--- config.mk ---
export PLATFORM = sky130hd
export DESIGN_NAME = apb_slave_if
export DESIGN_NICKNAME = d
export VERILOG_FILES = /design/src/rtl/apb_pkg.sv /design/src/rtl/apb_timeout_cnt.sv /design/src/rtl/apb_slave_if.sv
export SDC_FILE = /design/constraint.sdc
export NUM_CORES = 1
export LEC_CHECK = 0
export CORE_ASPECT_RATIO = 1.75
export CORE_MARGIN = 1.5
export CORE_UTILIZATION = 37
export DETAILED_ROUTE_END_ITERATION = 10
export GPL_TIMING_DRIVEN = 1
export PLACE_DENSITY = 0.76
export SLEW_MARGIN = 20
export SYNTH_ARGS = -nofsm -noshare
export SYNTH_HDL_FRONTEND = slang
export SYNTH_SLANG_ARGS = --single-unit
--- constraint.sdc ---
create_clock -name apb_clk_in -period 1.65 [get_ports apb_clk_in]
set_input_delay 0.4125 -clock apb_clk_in [delete_from_list [all_inputs] [get_ports apb_clk_in]]
set_output_delay 0.4125 -clock apb_clk_in [all_outputs]
set_load 0.1 [all_outputs]
--- src/rtl/apb_pkg.sv ---
// apb_pkg: shared FSM encoding and width helpers for the APB completer slice
package apb_pkg;
   localparam int ST_IDLE = 0;
   localparam int ST_REQ  = 1;
   localparam int ST_RESP = 2;
   localparam int ST_W    = 3;
   typedef enum logic [ST_W-1:0] {
      IDLE = ST_W'(1 << ST_IDLE),
      REQ  = ST_W'(1 << ST_REQ),
      RESP = ST_W'(1 << ST_RESP)
   } state_t;
   function automatic int strb_w(input int dw);
      return dw / 8;
   endfunction
endpackage

--- src/rtl/apb_timeout_cnt.sv ---
// apb_timeout_cnt: saturating wait counter that flags when a local request has waited TIMEOUT_CYCLE cycles
// Ports: apb_clk_in/apb_rstn_in clock and async active-low reset; clear zeroes the count,
//        enable counts one waited cycle, expired is high once the count reaches TIMEOUT_CYCLE.
module apb_timeout_cnt #(
   parameter int TIMEOUT_CYCLE = 6
) (
   input  logic apb_clk_in,
   input  logic apb_rstn_in,
   input  logic clear,
   input  logic enable,
   output logic expired
);
   localparam int CW = $clog2(TIMEOUT_CYCLE + 1);
   logic [CW-1:0] cnt;
   assign expired = cnt == CW'(TIMEOUT_CYCLE);
   // Holds at TIMEOUT_CYCLE instead of wrapping so expired stays asserted.
   always_ff @(posedge apb_clk_in or negedge apb_rstn_in)
      if (!apb_rstn_in) cnt <= '0;
      else if (clear) cnt <= '0;
      else if (enable && !expired) cnt <= cnt + 1'b1;
endmodule

--- src/rtl/apb_slave_if.sv ---
// apb_slave_if: APB completer that turns each transfer into one request/ready handshake on a local bus
// Ports: apb_* is the APB completer side (PADDR/PSEL/PENABLE/PWRITE/PWDATA/PSTRB in,
//        PRDATA/PREADY and optional PSLVERR out); other_* is the local side (sel/addr/write/wdata/strb
//        out, rdata/ready/error in); other_clk_out is apb_clk_in forwarded.
// Build option: define APB_SLVERR_EN for apb_slverr_out and the ADDR_LIMIT range check.
module apb_slave_if
   import apb_pkg::*;
#(
   parameter int APB_DATA_WIDTH = 32,
   parameter int APB_ADDR_WIDTH = 32,
   parameter int TIMEOUT_CYCLE  = 6
`ifdef APB_SLVERR_EN
   , parameter logic [APB_ADDR_WIDTH-1:0] ADDR_LIMIT = 'h1000
`endif
) (
   input  logic                                  apb_clk_in,
   input  logic                                  apb_rstn_in,
   input  logic [APB_ADDR_WIDTH-1:0]             apb_addr_in,
   input  logic                                  apb_psel_in,
   input  logic                                  apb_penable_in,
   input  logic                                  apb_write_in,
   input  logic [APB_DATA_WIDTH-1:0]             apb_wdata_in,
   input  logic [strb_w(APB_DATA_WIDTH)-1:0]     apb_strb_in,
   output logic [APB_DATA_WIDTH-1:0]             apb_rdata_out,
   output logic                                  apb_ready_out,
`ifdef APB_SLVERR_EN
   output logic                                  apb_slverr_out,
`endif
   output logic                                  other_clk_out,
   output logic                                  other_sel_out,
   output logic [APB_ADDR_WIDTH-1:0]             other_addr_out,
   output logic                                  other_write_out,
   output logic [APB_DATA_WIDTH-1:0]             other_wdata_out,
   output logic [strb_w(APB_DATA_WIDTH)-1:0]     other_strb_out,
   input  logic [APB_DATA_WIDTH-1:0]             other_rdata_in,
   input  logic                                  other_ready_in,
   input  logic                                  other_error_in
);
   state_t state;
   logic   expired, setup, oor;
   assign other_clk_out = apb_clk_in;
   assign setup = apb_psel_in && !apb_penable_in;
`ifdef APB_SLVERR_EN
   logic err_q;
   assign oor = apb_addr_in >= ADDR_LIMIT;
   assign apb_slverr_out = err_q;
`else
   assign oor = 1'b0;
`endif
   apb_timeout_cnt #(.TIMEOUT_CYCLE(TIMEOUT_CYCLE)) u_tmo (
      .apb_clk_in (apb_clk_in),
      .apb_rstn_in(apb_rstn_in),
      .clear      (state != REQ),
      .enable     (state == REQ && !other_ready_in),
      .expired    (expired)
   );
   always_ff @(posedge apb_clk_in or negedge apb_rstn_in)
      if (!apb_rstn_in) begin
         state           <= IDLE;
         apb_rdata_out   <= '0;
         apb_ready_out   <= 1'b0;
         other_sel_out   <= 1'b0;
         other_addr_out  <= '0;
         other_write_out <= 1'b0;
         other_wdata_out <= '0;
         other_strb_out  <= '0;
`ifdef APB_SLVERR_EN
         err_q           <= 1'b0;
`endif
      end else begin
         case (state)
            REQ:
               if (!apb_psel_in) begin
                  other_sel_out <= 1'b0;
                  state         <= IDLE;
               end else if (other_ready_in || expired) begin
                  // Ready beats a simultaneous timeout; errored, timed-out and write completions return 0.
                  other_sel_out <= 1'b0;
                  apb_ready_out <= 1'b1;
                  apb_rdata_out <= (other_ready_in && !other_write_out && !other_error_in) ? other_rdata_in : '0;
`ifdef APB_SLVERR_EN
                  err_q         <= !other_ready_in || other_error_in;
`endif
                  state         <= RESP;
               end
            // IDLE and RESP share setup acceptance so a back-to-back setup in RESP goes straight on.
            default: begin
               apb_ready_out <= 1'b0;
               apb_rdata_out <= '0;
`ifdef APB_SLVERR_EN
               err_q         <= 1'b0;
`endif
               state         <= IDLE;
               if (setup) begin
                  other_addr_out  <= apb_addr_in;
                  other_write_out <= apb_write_in;
                  other_wdata_out <= apb_write_in ? apb_wdata_in : '0;
                  other_strb_out  <= apb_write_in ? apb_strb_in : '0;
                  other_sel_out   <= !oor;
                  // Out-of-range addresses never reach the local side and answer with an error at once.
                  if (oor) begin
                     apb_ready_out <= 1'b1;
`ifdef APB_SLVERR_EN
                     err_q         <= 1'b1;
`endif
                     state         <= RESP;
                  end else state <= REQ;
               end
            end
         endcase
      end
endmodule

==> impl_metrics.csv, run 1 <==
group,metric,value,unit
clocking,cts_setup_buffers,0,
timing,postGrtWorstEndpoint,"other_wdata_out[31]$_DFFE_PN0P_/D",
yosys,synth_edf_count,0,
yosys,syn-num-nets,444,
yosys,yosys_register_bits,109,
floorplanning,pin_count,211,
grt,grt_max_degree,51,
yosys,synth-async-reset-ratio,100,%
place,portBuffers,210,
yosys,synth-xor-area-share,0,%
yosys,synth-simple-area-share,5.53,%
grt,grt_overflow,65500,
place,placed_cells,708,
floorplanning,row_count,53,
yosys,synth_compound_area_share,8.37,%
floorplanning,start_util,37.9,%
outcome,status,"aborted with a tool error",
yosys,avgSynthCellArea,13.6,µm²
yosys,synth_top_family_by_area,"multiplexers",
place,place.gp.congestion,0.760,
yosys,ys.flop_type,"dfrtp_1",
floorplanning,dieWidth,86.8,µm
floorplanning,dieHeight,150,µm
yosys,ys_warn_count,0,
grt,grtUsageTotal,779,%
outcome,stop_error,"[ERROR GRT-0232] Routing congestion too high. Check the congestion heatmap in the GUI.",
yosys,synthMuxAreaShare,18.8,%
place,dp_hpwl,9820,µm
timing,endpoint_type,"register input",
yosys,synth_adder_area_share,0.550,%
yosys,synth_area,4550,µm²
yosys,syn-instance-count,335,
outcome,stop_stage,"5_1_grt",
yosys,yosysSeqAreaShare,60.0,%
yosys,synth_cell_types,27,
layer usage:
layer / overflow / GRT usage, %
met2: 0 / 38.1
met3: 65500 / 3620
met5: 0 / 0
met1: 0 / 23.6
met4: 0 / 11.1
kinds of logic after synthesis:
family	count (synthesis)
buffers and inverters	61
and+or+nand+nor	53
AOI/OAI and AO/OA	41
adders and majority gates	2
DFF	109
muxes	69
synth_stat cells (2+ instances only):
cell type	count	area (µm²)
mux2_4	33	495
ha_1	2	25.0
nand2_1	42	158
clkbuf_1	10	37.5
buf_6	8	90.1
inv_1	37	139
a21oi_1	4	20.0
nor2_1	4	15.0
a32o_1	32	320
mux2i_1	36	360
dfrtp_1	108	2700
buf_4	4	30.0
timing repair:
action | CTS
resized for setup | 9
hold buffers | 1
endpoints found under the setup margin | 5
hold endpoints to repair | 11
pin swaps | 0
stage by stage:
stage	setup TNS, ps	cell area, µm²	util, %	worst slack, ps
detailed placement	-27210	8000	66.6	-527
CTS	-91.1	8410	70.0	-18.9
floorplan	0	4550	-	104
global placement	-21940	8000	66.6	-527
==> inputs of run 2 (changes only) <==
Settings changed: CORE_ASPECT_RATIO 1.75 to default, CORE_UTILIZATION 37 to 25, PLACE_DENSITY 0.76 to default, PLACE_DENSITY_LB_ADDON from default to 0.15.
Clock period 1.65 ns to 2.15 ns, I/O delays scaled along.
==> impl_metrics.csv, run 2 <==
group,metric,value,unit
setup_path,path_max_fanout,2,
yosys,ys_top_cells_by_area,"dfrtp_1, mux2_4, mux2i_1, a32o_1, nand2_1",
power_and_ir_drop,p_leak,3.34,nW
finish,most-common-layout-cells,"buf_4, dfrtp_1, clkdlybuf4s50_1",
yosys,synth_top_area_cell,"dfrtp_1",
yosys,syn-num-nets,444,
yosys,synth.most_common_cell,"dfrtp_1",
power_and_ir_drop,power.total,6.95,mW
routing,drc,0,
yosys,synth_top_family_by_area,"multiplexers",
setup_path,cp_common_cell,"clkbuf_16",
finish,fillers,1716,
grt,grt_pass1_vias,3466,
place,place.gp.congestion,0.736,
setup_path,cp_cell_sequence,"clkbuf_16 > clkbuf_16 > clkbuf_4",
finish,drive_above_1_share,31.0,%
floorplanning,start_util,25.4,%
yosys,synth_adder_area_share,0.550,%
grt,grt_max_degree,110,
finish,regArea,2730,µm²
setup_path,endpoint_kind,"output pin",
yosys,synthMuxAreaShare,18.8,%
finish,antenna_cells,0,
yosys,yosysSeqAreaShare,60.0,%
timing,hold_slack,120,ps
floorplanning,dieWidth,138,µm
floorplanning,dieHeight,138,µm
clocking,cts_setup_buffers,0,
power_and_ir_drop,ir_worst_vdd,1.24,mV
setup_path,start_kind,"clock port",
place,portBuffers,210,
yosys,synth-simple-area-share,5.53,%
place,placed_cells,764,
finish,reg_top3,"apb_rdata_out (32), other_addr_out (32), other_wdata_out (32)",
timing,finalSetupViolCount,0,
yosys,synth_cell_types,27,
place,dp_hpwl,7960,µm
yosys,avgSynthCellArea,13.6,µm²
clocking,clk_pin_slew,70,ps
finish,multi_input_area,1520,µm²
routing,wl_per_cell,15.1,µm
timing,slew_violations,0,
finish,syn_to_final_growth,55.2,%
yosys,synth-xor-area-share,0,%
clocking,cts_resized,5,
floorplanning,row_count,49,
floorplanning,pin_count,211,
timing,worst_pin_slew,636,ps
grt,grtUsageTotal,12.3,%
floorplanning,die-area,19000,µm²
setup_path,cpPeakStageDelay,270,ps
setup_path,crit_path_top_delay_cell,"clkbuf_4",
yosys,synth_area,4550,µm²
yosys,synth_compound_area_share,8.37,%
timing,rsz0062_at_grt,"false",
routing,vias_per_cell,4.26,
routing,ant_nets,0,
yosys,ys_top_cells_by_count,"dfrtp_1, nand2_1, inv_1, mux2i_1, mux2_4",
routing,wl,11800,µm
floorplanning,core_area,17900,µm²
clocking,ctsHoldBuffers,0,
outcome,status,"completed",
routing,vias,3339,
yosys,yosys_register_bits,109,
setup_path,crit_type,"clk -> out",
setup_path,crit_buf_inv,3,
setup_path,path_delay_family,"buffers and inverters",
finish,nNetsFinal,658,
yosys,syn-instance-count,335,
routing,drt_iter0_drc,109,
timing,fin_skew,10.4,ps
timing,fin_tns_setup,0,ps
yosys,yosysTopAreaCellShare,59.4,%
timing,hold_violations,0,
grt,grt_antenna_before_repair,0,
clocking,insertion_delay,460,ps
routing,dr.pass1.iters,4,
setup_path,cp.required,1610,ps
grt,grt_pass1_wl,17800,µm
clocking,cts_tree,"done",
yosys,synth_edf_count,0,
flow_run,maxCapViolCount,0,
yosys,ys_warn_count,0,
yosys,synth-async-reset-ratio,100,%
hold_path,hold_class,"in -> async",
power_and_ir_drop,power_density,985,nW/µm²
timing,slew_headroom,57.6,%
yosys,ys.flop_type,"dfrtp_1",
setup_path,arrival,1590,ps
finish,final_common_cell,"buf_4",
grt,grt_overflow,0,
finish,layoutNonFillerInstCount,783,
==> run 2: cell counts after synthesis <==
Identical to the previous run, type by type.
==> run 2: per-stage QoR <==
| step | util, % | setup WS [ps] | instance area (µm²) |
|---|---|---|---|
| 2_1_floorplan | - | 326 | 4550 |
| 3_3_place_gp | 37.5 | -402 | 6720 |
| 3_5_place_dp | 37.5 | -402 | 6720 |
| 4_1_cts | 39.4 | 2.41 | 7050 |
| 5_1_grt | 39.4 | 9.78 | 7060 |
| 6_report | 39.4 | 20.9 | 7060 |
==> run 2: path summary, 6_finish.rpt <==
| check | from | end | slack, ps | cells after the start |
|---|---|---|---|---|
| worst max-delay path | apb_clk_in | other_clk_out | 20 | 3 |
| worst min-delay path | apb_rstn_in | other_addr_out[4] | 120 | 2 |
| worst max register to register | state[0] | other_addr_out[1] | 440 | 5 |
| worst min register to register | other_addr_out[18] | other_addr_out[18] | 510 | 1 |
| max in group asynchronous | apb_rstn_in | other_wdata_out[19] | 1500 | 2 |
| min in group apb_clk_in | other_addr_out[18] | other_addr_out[18] | 510 | 1 |
==> run 2: per-layer routing <==
layer	track usage [%]	wire length (µm)	vias up
met4	5.73	196	0
li1	-	-	1573
met1	15.8	5270	1603
met3	5.67	1220	15
met5	0	0	-
met2	17.5	5130	148
==> run 2: cells by family (layout without fill, tap and decap cells) <==
group / after synthesis / in the layout
DFF: 109 / 109
AOI/OAI and AO/OA: 41 / 41
buffers and inverters: 61 / 280
adders and majority gates: 2 / 2
muxes: 69 / 69
and+or+nand+nor: 53 / 53
==> run 2: cell type report <==
class                   count  area share, %
clock buffers              15           4.47
clock inverters             5          0.497
inverters                  38           2.02
multi-input cells         165           21.5
flip-flops and latches    109           38.7
well taps                 229           4.06
repair buffers            222           28.8
==> run 2: where the power goes <==
group	internal [mW]	total, mW	switching [mW]
clock	1.05	2.00	0.953
sequential	2.26	2.38	0.124
combinational	0.679	2.56	1.88
total	3.99	6.95	2.96
(Power assumes the default switching activity.)
